## config.mk

```make
export PLATFORM = sky130hd
export DESIGN_NAME = inst_fetch_buf
export DESIGN_NICKNAME = d
export VERILOG_FILES = /design/src/rtl/inst_fetch_buf_pkg.sv /design/src/rtl/inst_fetch_buf.sv
export SDC_FILE = /design/constraint.sdc
export NUM_CORES = 1
export LEC_CHECK = 0
export CAP_MARGIN = 10
export CORE_MARGIN = 5
export CORE_UTILIZATION = 30
export CTS_CLUSTER_SIZE = 24
export DETAILED_ROUTE_END_ITERATION = 7
export MAX_ROUTING_LAYER = met4
export SYNTH_ARGS = -nofsm -noshare
export SYNTH_HDL_FRONTEND = slang
export SYNTH_SLANG_ARGS = --single-unit
```

## constraint.sdc

```tcl
create_clock -name clk -period 3.37 [get_ports clk]
set_input_delay 0.674 -clock clk [delete_from_list [all_inputs] [get_ports clk]]
set_output_delay 0.674 -clock clk [all_outputs]
set_load 0.1 [all_outputs]
```

## src/rtl/inst_fetch_buf_pkg.sv

```systemverilog
// Shared constants for the fetch buffer: reset level, bubble words, default widths.
package inst_fetch_buf_pkg;

  localparam logic        RST_ENABLE = 1'b1;
  localparam int          DEF_ADDR_W = 32;
  localparam int          DEF_INST_W = 32;
  localparam logic [31:0] ZERO_WORD  = 32'h0000_0000;
  localparam logic [31:0] NOP_INST   = 32'h0000_0000;

endpackage

```

## src/rtl/inst_fetch_buf.sv

```systemverilog
// DEPTH-entry (pc, inst) FIFO between fetch and decode with valid/ready on both
// sides and a single-cycle flush; decode sees an all-zero bubble when empty.
module inst_fetch_buf
  import inst_fetch_buf_pkg::*;
#(
  parameter int ADDR_W = DEF_ADDR_W,
  parameter int INST_W = DEF_INST_W,
  parameter int DEPTH  = 4
) (
  input  logic                       clk,
  input  logic                       rst,
  input  logic                       flush,
  input  logic                       in_valid,
  output logic                       in_ready,
  input  logic [ADDR_W-1:0]          in_pc,
  input  logic [INST_W-1:0]          in_inst,
  output logic                       out_valid,
  input  logic                       out_ready,
  output logic [ADDR_W-1:0]          out_pc,
  output logic [INST_W-1:0]          out_inst,
  output logic [$clog2(DEPTH+1)-1:0] count
);

  localparam int PTR_W = $clog2(DEPTH);
  localparam int CNT_W = $clog2(DEPTH+1);
  localparam logic [CNT_W-1:0] FULL_CNT = CNT_W'(DEPTH);

  logic [ADDR_W-1:0] pc_mem   [DEPTH];
  logic [INST_W-1:0] inst_mem [DEPTH];
  logic [PTR_W-1:0]  wptr;
  logic [PTR_W-1:0]  rptr;
  logic              push;
  logic              pop;
  logic              clear;

  // Handshakes depend only on the registered count, so a full buffer refuses
  // input even if decode pops in the same cycle.
  assign in_ready  = (count != FULL_CNT);
  assign out_valid = (count != '0);
  assign push      = in_valid & in_ready;
  assign pop       = out_valid & out_ready;
  assign clear     = (rst == RST_ENABLE) | flush;

  assign out_pc   = out_valid ? pc_mem[rptr]   : ADDR_W'(ZERO_WORD);
  assign out_inst = out_valid ? inst_mem[rptr] : INST_W'(NOP_INST);

  // NOTE: sequential state uses non-blocking assignments so every register
  // samples the pre-edge values of its neighbours.
  always_ff @(posedge clk) begin
    if (clear) begin
      wptr  <= '0;
      rptr  <= '0;
      count <= '0;
    end else begin
      if (push) wptr <= wptr + PTR_W'(1);
      if (pop)  rptr <= rptr + PTR_W'(1);
      case ({push, pop})
        2'b10:   count <= count + CNT_W'(1);
        2'b01:   count <= count - CNT_W'(1);
        default: count <= count;
      endcase
    end
  end

  // NOTE: the storage array is deliberately not reset; an entry is only ever
  // read while count marks it valid, so stale contents are never observable.
  always_ff @(posedge clk) begin
    if (push && !clear) begin
      pc_mem[wptr]   <= in_pc;
      inst_mem[wptr] <= in_inst;
    end
  end

endmodule

```

==> results of run 1 <==
==> state kept, by name, summed over array words and instances (netlist names), named ones only <==
name / cells
count: 3
rptr: 2
pc_mem: 128
wptr: 2
inst_mem: 128
==> metal layers <==
layer	global-route usage	up-vias
met1	0.142	2551
met4	0.0250	0
met2	0.191	142
met5	-	-
li1	-	2167
met3	0.0233	30
==> through the flow <==
step / hold WS [ns] / total power, mW / setup WS [ns]
after floorplan: 0.469 / 4.22 / 0.0455
after global placement: 0.482 / 4.50 / 0.624
after detailed placement: 0.526 / 4.52 / 0.576
after CTS: 0.539 / 7.37 / 0.107
after global routing: 0.565 / 7.55 / 0.0106
final: 0.539 / 7.27 / 0.197
==> area by class of cell <==
type / count / area (sq um) / area share
multi-input combinational: 164 / 2140 / 0.163
clock inverter: 12 / 76.3 / 0.00581
tap: 448 / 561 / 0.0427
timing repair buffer: 150 / 1660 / 0.126
inverter: 7 / 26.3 / 0.00200
clock buffer: 40 / 797 / 0.0607
sequential: 265 / 7880 / 0.599
==> cells in the final DEF, fill, tap and decap left out, types with 2 or more instances in the layout <==
cell / n
a21oi_1: 2
nor2_1: 7
inv_1: 7
nand2_1: 2
dfxtp_4: 2
dfxtp_1: 7
buf_4: 53
clkbuf_1: 8
and2_1: 64
buf_12: 29
mux4_2: 64
ha_1: 5
clkbuf_8: 3
clkinv_2: 5
clkbuf_16: 29
clkinvlp_4: 4
xor2_1: 4
clkdlybuf4s50_1: 68
and3_4: 4
clkinv_4: 2
edfxtp_1: 256
==> worst max-delay path by stage <==
stage,from,end,slack [ns],depth (start not counted)
4_1_cts,flop,out_inst[14],0.11,4
3_3_place_gp,count[0],out_pc[4],0.62,3
2_1_floorplan,count[2],count[2],0.05,10
3_5_place_dp,count[0],out_pc[4],0.58,3
6_report,flop,out_inst[14],0.20,4
5_1_grt,flop,out_inst[14],0.01,4
==> where the power goes <==
group / switching [mW] / internal (mW)
logic: 0.524 / 0.250
clock network: 1.19 / 1.65
registers: 0.0149 / 3.65
total: 1.72 / 5.54
==> timing repair <==
| item | 4_1_cts | 5_1_grt |
|---|---|---|
| hold buffers | 0 | 0 |
| gates resized for setup | 1 | 0 |
| endpoints found under the hold margin | 0 | 0 |
| endpoints found under the setup margin | 1 | 0 |
==> worst min-delay path: cells and delay by family, from the launching register on <==
family,cells,cell delay (ns)
flip-flops,1,0.34
AND/OR/NAND/NOR,1,0.07
multiplexers,1,0.07
==> kinds of logic (layout without fill, tap and decap cells) <==
logic type                 Yosys count  count (layout)  synth area share
DFF                                265             265             0.773
xor gates and xnor gates             4               4           0.00344
AOI/OAI and AO/OA                    6               6           0.00430
and+or+nand+nor                     83              83            0.0502
buffers and inverters               30             209            0.0180
adders and majority gates            6               6           0.00812
muxes                               65              65             0.143
==> metrics.txt, run 1 <==
outcome complete, no violations; period utilization 0.942; Critical Path Start Type flop; Post-Place Cells 1,034; Reg clk slew, reported paths 0.06 ns; first-pass GRT wire length 32.7 mm; post-synth top area share 0.756; die width 194 microns; Antenna diodes 0; cell family with most CP delay flip-flops; fin nets 691; clock sinks 265; post-layout min period 3.17 ns; number of flops mapped to enable cells by yosys 256; vias per std cell 4.50; FF-to-FF End count[2]; most frequent cell after synthesis edfxtp_1; dpl hpwl 13.2 mm; synth warn 0; Setup TNS 0 ns; worst skew pair latency 0.52 ns; pwr/cell area 553 mW/mm^2; Critical Path RT 2.70 ns; Met2 Wirelength 10.7 mm; R2R depth 9; worst hold path endpoint wptr[0]; Final setup viols 0; Root Driver clkbuf_16; WL/cell 19.3 microns; sequential element share of the synthesized area 0.773; grt total ovfl 0; share of layout cells above drive strength 1 0.315; Post-synth ARST share 0; Ports 138; Area growth syn-to-layout 29.1%; cell breakdown of the critical path buf_12, mux4_2, and2_1, buf_4; Layout Skew 0.00746 ns; CP bufs+invs 2; Tightest Pin Transition 0.701 ns; worst-path fanout max 24; Hold WC Path Type reg2reg; syn nets 534; Syn Area/Cell 22.2 sq um; Seq cells post-synth 265; CTS tree done; Slew Limit Headroom 0.533; DRT Pass-1 Iters 4; num rows 67; design area 0.0131 sq mm; CTS H-tree depth 1; Layout fillers 3,017; Total GRT Usage 0.113; total via count in the routed design 4,890; Placed Instance Area 0.0123 sq mm; crit path kind reg2out; Hold Violations, Final 0; number of antenna violations at the first check in global routing 2; Yosys cell types 27; Die Y 194 microns; Max Cap Viol 0; Syn Std Cell Area 0.0102 sq mm; Syn Inst Count 459; RSZ-0062 raised after global routing no; GPL Wtd Cong 0.693; synth cell count leaders edfxtp_1, and2_1, mux4_2; Highest Signal Layer met4; met3 routed WL 996 microns; Hold Path Origin wptr[0]; routed wire length 20.9 mm; hold path cells 2; worst reg2reg startpoint count[2]; Worst path max stage delay 0.66 ns; I/O Buffers 137; Crit-path slowest cell dfxtp_4; Initial Util 0.303; fmax 0.315 GHz; Met1 Routed Length 8.94 mm; post-route DRC violation count 0; Critical Path End Type primary output; setup bufs post-CTS 0; core area 0.0335 sq mm; first-iteration detailed-routing DRC count 271; remaining antenna violation count 0; worst vdd ir 0.340 mV; pin count of the biggest net entering global routing 66; final std cells w/o fill 1,086; dominant synthesized flop cell edfxtp_1; dominant cells by area after synthesis edfxtp_1, mux4_2, and2_1, dfxtp_1, buf_6; vias in the first global route 5,576; Synth area leader edfxtp_1; Final Util 0.392; final max-slew violation count 0; critical path arrival 2.50 ns; die area 0.0377 sq mm; CTS Buf Count 28; Static Leak 4.24 nW; r2r setup slk 0.84 ns; Longest Clk Path Bufs 3
(Power assumes the default switching activity.)
==> inputs of run 2 (changes only) <==
--- a/config.mk
+++ b/config.mk
@@ -6,11 +6,14 @@
 export NUM_CORES = 1
 export LEC_CHECK = 0
 export CAP_MARGIN = 10
+export CELL_PAD_IN_SITES_DETAIL_PLACEMENT = 2
+export CELL_PAD_IN_SITES_GLOBAL_PLACEMENT = 2
 export CORE_MARGIN = 5
 export CORE_UTILIZATION = 30
 export CTS_CLUSTER_SIZE = 24
 export DETAILED_ROUTE_END_ITERATION = 7
 export MAX_ROUTING_LAYER = met4
+export PLACE_DENSITY_LB_ADDON = 0.1
 export SYNTH_ARGS = -nofsm -noshare
 export SYNTH_HDL_FRONTEND = slang
 export SYNTH_SLANG_ARGS = --single-unit
==> run 2 against run 1 <==
Compared with the run above: largest power group unchanged; count of clock-buffer cells in the layout shrank 1; critical path type unchanged; fmax grew 2.6%; register-to-register slack worse by 0.02 ns; non-clock buffer count up 3; worst hold slack lost 0.0017 ns; via count increased by 1.5%; highest routed layer unchanged; power is 7.8% higher.
==> metrics.txt, run 2 (same netlist as run 1, synthesis figures left out) <==
Hold WC Path Type reg2reg; crit path kind reg2out; WL/cell 21.8 microns; Worst path max stage delay 0.57 ns; Critical Path Start Type flop; Final Util 0.403; worst vdd ir 0.378 mV; Power Total 7.84 mW; CTS resizes 0; Area growth syn-to-layout 32.8%; critical path arrival 2.42 ns; most common cell after layout, fill and taps aside edfxtp_1; Max Cap Viol 0; DRT Pass-1 Iters 5; P_int 6.04 mW; outcome complete, no violations; Critical Path End Type primary output; share of layout cells above drive strength 1 0.320; Comb pwr share 0.104; post-layout min period 3.09 ns; final max-slew violation count 0; switching power total 1.80 mW; fin nets 696; num rows 67; number of antenna violations at the first check in global routing 3; Die Y 194 microns; Ports 138; core area 0.0335 sq mm; Total GRT Usage 0.130; Layout fillers 3,157; CTS Buf Count 30; setup bufs post-CTS 0; hold_ws 0.537 ns; worst skew pair latency 0.53 ns; Initial Util 0.303; vias per std cell 4.53; clock sinks 265; cell breakdown of the critical path buf_4, mux4_2, and2_1, buf_12; period utilization 0.918; remaining antenna violation count 0; routed wire length 23.9 mm; Hold Buf Count CTS 0; vias in the first global route 6,000; Layout Skew 0.00742 ns; GPL Wtd Cong 0.724; die area 0.0377 sq mm; first-pass GRT wire length 36.9 mm; first-iteration detailed-routing DRC count 190; grt total ovfl 0; Tightest Pin Transition 0.587 ns; Final setup viols 0; RSZ-0062 raised after global routing no; Clock Power Share 0.429; Reg clk slew, reported paths 0.06 ns; Static Leak 4.39 nW; CTS H-tree depth 1; fmax 0.323 GHz; Root Driver clkbuf_16; total via count in the routed design 4,962; pwr/cell area 580 mW/mm^2; pin count of the biggest net entering global routing 65; CTS tree done; die width 194 microns; switching share of power 0.230; Slew Limit Headroom 0.609; post-route DRC violation count 0; top flop regs inst_mem x128, pc_mem x128, count x3; Setup TNS 0 ns; Crit-path slowest cell mux4_2; Longest Clk Path Bufs 3; dpl hpwl 15.2 mm; I/O Buffers 137; Hold Violations, Final 0; most frequent cells in the layout edfxtp_1, clkdlybuf4s50_1, mux4_2, and2_1, buf_12; Sequential Power Share 0.467; Critical Path RT 2.70 ns; worst-path fanout max 15
[run 2: path summary, 6_finish.rpt]
kind	from	to	slack (ns)	cells after the start
min reg2reg	rptr[1]	rptr[1]	0.54	2
max reg2reg	count[2]	count[2]	0.82	9
min	rptr[1]	rptr[1]	0.54	2
max	flop	out_inst[27]	0.28	4
[run 2: critical path, delay by kind of cell (launching register included)]
| kind | cells | cell delay [ns] |
|---|---|---|
| flip-flops | 1 | 0.56 |
| AND/OR/NAND/NOR | 1 | 0.20 |
| buffers and inverters | 2 | 0.55 |
| multiplexers | 1 | 0.57 |
[run 2: power groups by stage]
stage               logic, mW  clock network, mW  registers [mW]
floorplan               0.487                  0            3.74
global placement        0.817                  0            3.73
detailed placement      0.830                  0            3.73
CTS                     0.832               3.48            3.66
global route            0.851               3.61            3.66
finish                  0.815               3.36            3.66
[run 2: routing by layer]
| layer | up-vias | share of wire | routed length (microns) | GRT usage |
|---|---|---|---|---|
| met4 | 0 | 0.018 | 422 | 0.0271 |
| met3 | 29 | 0.040 | 944 | 0.0269 |
| li1 | 2185 | - | - | - |
| met5 | - | 0 | 0 | - |
| met1 | 2643 | 0.41 | 9890 | 0.156 |
| met2 | 105 | 0.53 | 12600 | 0.227 |
[run 2: area by class of cell]
type | count | area [sq um] | area share
diodes | 3 | 7.51 | 0.000556
inverters | 7 | 26.3 | 0.00194
repair buffers | 153 | 1870 | 0.138
multi-input cells | 164 | 2140 | 0.158
clock buffers | 39 | 836 | 0.0619
flip-flops and latches | 265 | 7880 | 0.583
clock inverters | 16 | 199 | 0.0147
well taps | 448 | 561 | 0.0415
[run 2: metrics by stage]
stage,area (sq um),cells,worst slack (ns)
4_1_cts,13500,1092,0.163
5_1_grt,13500,1095,0.0835
2_1_floorplan,10200,459,0.0455
6_report,13500,1095,0.277
3_3_place_gp,12500,1037,0.664
3_5_place_dp,12500,1037,0.592
==> inputs of run 3 (changes only) <==
==> constraint.sdc (replaced) <==
create_clock -name clk -period 4 [get_ports clk]
set_input_delay 0.8 -clock clk [delete_from_list [all_inputs] [get_ports clk]]
set_output_delay 0.8 -clock clk [all_outputs]
set_load 0.1 [all_outputs]
==> run 3 against run 2 <==
Compared with the run above: clock skew rose by 0.0011 ns; count of clock-buffer cells in the layout fell by 3; first-iteration DRC count rose by 34%.
==> metrics.txt, run 3 (same netlist as run 1, synthesis figures left out) <==
Hold Path Origin rptr[1]; RSZ-0062 raised after global routing no; Static Leak 4.21 nW; first-iteration detailed-routing DRC count 255; pin count of the biggest net entering global routing 51; DRT Pass-1 Iters 4; Final setup viols 0; Die Y 194 microns; Root Driver clkbuf_16; Hold Violations, Final 0; worst hold path endpoint rptr[1]; routed wire length 23.4 mm; grt total ovfl 0; vias per std cell 4.44; Layout fillers 3,252; post-layout min period 3.33 ns; Hold WC Path Type reg2reg; GPL Wtd Cong 0.685; hold path cells 2; Critical Path RT 3.20 ns; dpl ws 1.03 ns; die width 194 microns; FF-to-FF End count[2]; Critical Path Start Type flop; final std cells w/o fill 1,091; dpl hpwl 14.4 mm; Slew Limit Headroom 0.311; Post-Place Cells 1,033; vias in the first global route 5,750; Tightest Pin Transition 1.03 ns; r2r setup slk 1.47 ns; share of layout cells above drive strength 1 0.303; die area 0.0377 sq mm; setup bufs post-CTS 0; first-pass GRT wire length 35.9 mm; Total GRT Usage 0.126; Initial Util 0.303; CTS Buf Count 29; CTS H-tree depth 1; critical path arrival 2.53 ns; WL/cell 21.5 microns; final max-slew violation count 0; CTS tree done; Power Total 6.37 mW; core area 0.0335 sq mm; fmax 0.300 GHz; worst-path fanout max 47; worst vdd ir 0.285 mV; Reg clk slew, reported paths 0.06 ns; Setup TNS 0 ns; Longest Clk Path Bufs 3; total via count in the routed design 4,839; outcome complete, no violations; period utilization 0.833; Layout Skew 0.00854 ns; Setup WS post-layout 0.669 ns; CTS resizes 0; top flop regs inst_mem x128, pc_mem x128, count x3; num rows 67; clock sinks 265; Max Cap Viol 0; remaining antenna violation count 0; most frequent cells in the layout edfxtp_1, clkdlybuf4s50_1, buf_4, mux4_2, and2_1; R2R depth 9; crit path kind reg2out; fin nets 691; most common cell after layout, fill and taps aside edfxtp_1; number of antenna violations at the first check in global routing 3; Ports 138; pwr/cell area 492 mW/mm^2; worst reg2reg startpoint count[2]; worst skew pair latency 0.52 ns; Hold Buf Count CTS 0; I/O Buffers 137; Area growth syn-to-layout 27.3%; post-route DRC violation count 0; Critical Path End Type primary output
run 3: cell types whose count changed in the layout (fill, tap and decap cells not counted), sizes merged:
cell           before  now
buf                85   77
clkbuf             39   36
clkdlybuf4s50      68   72
clkinv             11   12
diode               3    5
run 3: metal layers:
layer	GRT usage	vias up	wire length, microns
met1	0.151	2536	9590
met2	0.220	95	12200
met4	0.0232	0	318
li1	-	2179	-
met3	0.0334	29	1330
met5	-	-	0
run 3: worst max-delay path, stage by stage (launching register included):
cell     delay, ns
dfxtp_1       0.37
or3_2         0.91
buf_4         0.34
and2_1        0.15
buf_4         0.23
run 3: how the worst max path moves through the flow:
stage               slack [ns]            to  startpoint  depth (start not counted)
floorplan                 0.10  out_inst[22]    count[0]                          3
global placement          1.09  pc_mem[0][7]       flush                          4
detailed placement        1.03      count[2]   out_ready                          9
CTS                       0.51     out_pc[7]    count[0]                          4
global route              0.42     out_pc[7]    count[0]                          4
finish                    0.67     out_pc[6]    count[0]                          4
run 3: final cells by class:
| cell class | instances | area, sq um | share of cell area |
|---|---|---|---|
| diodes | 5 | 12.5 | 0.000966 |
| clock buffers | 36 | 752 | 0.0581 |
| clock inverters | 17 | 206 | 0.0159 |
| inverters | 7 | 26.3 | 0.00203 |
| multi-input cells | 164 | 2140 | 0.165 |
| flip-flops and latches | 265 | 7880 | 0.608 |
| well taps | 448 | 561 | 0.0433 |
| repair buffers | 149 | 1370 | 0.106 |
run 3: through the flow:
stage                     hold WS (ns)  cell area (sq um)  utilization
final                            0.529              12900        0.386
after CTS                        0.535              12900        0.386
after global routing             0.562              12900        0.386
after global placement           0.482              12000        0.357
after detailed placement         0.521              12000        0.357
after floorplan                  0.469              10200            -
run 3: power breakdown:
| part | internal, mW | leakage, nW | switching [mW] | total (mW) |
|---|---|---|---|---|
| clock network | 1.65 | 0.469 | 1.02 | 2.67 |
| logic | 0.178 | 1.36 | 0.441 | 0.619 |
| registers | 3.07 | 2.39 | 0.0121 | 3.08 |
| total | 4.90 | 4.21 | 1.47 | 6.37 |
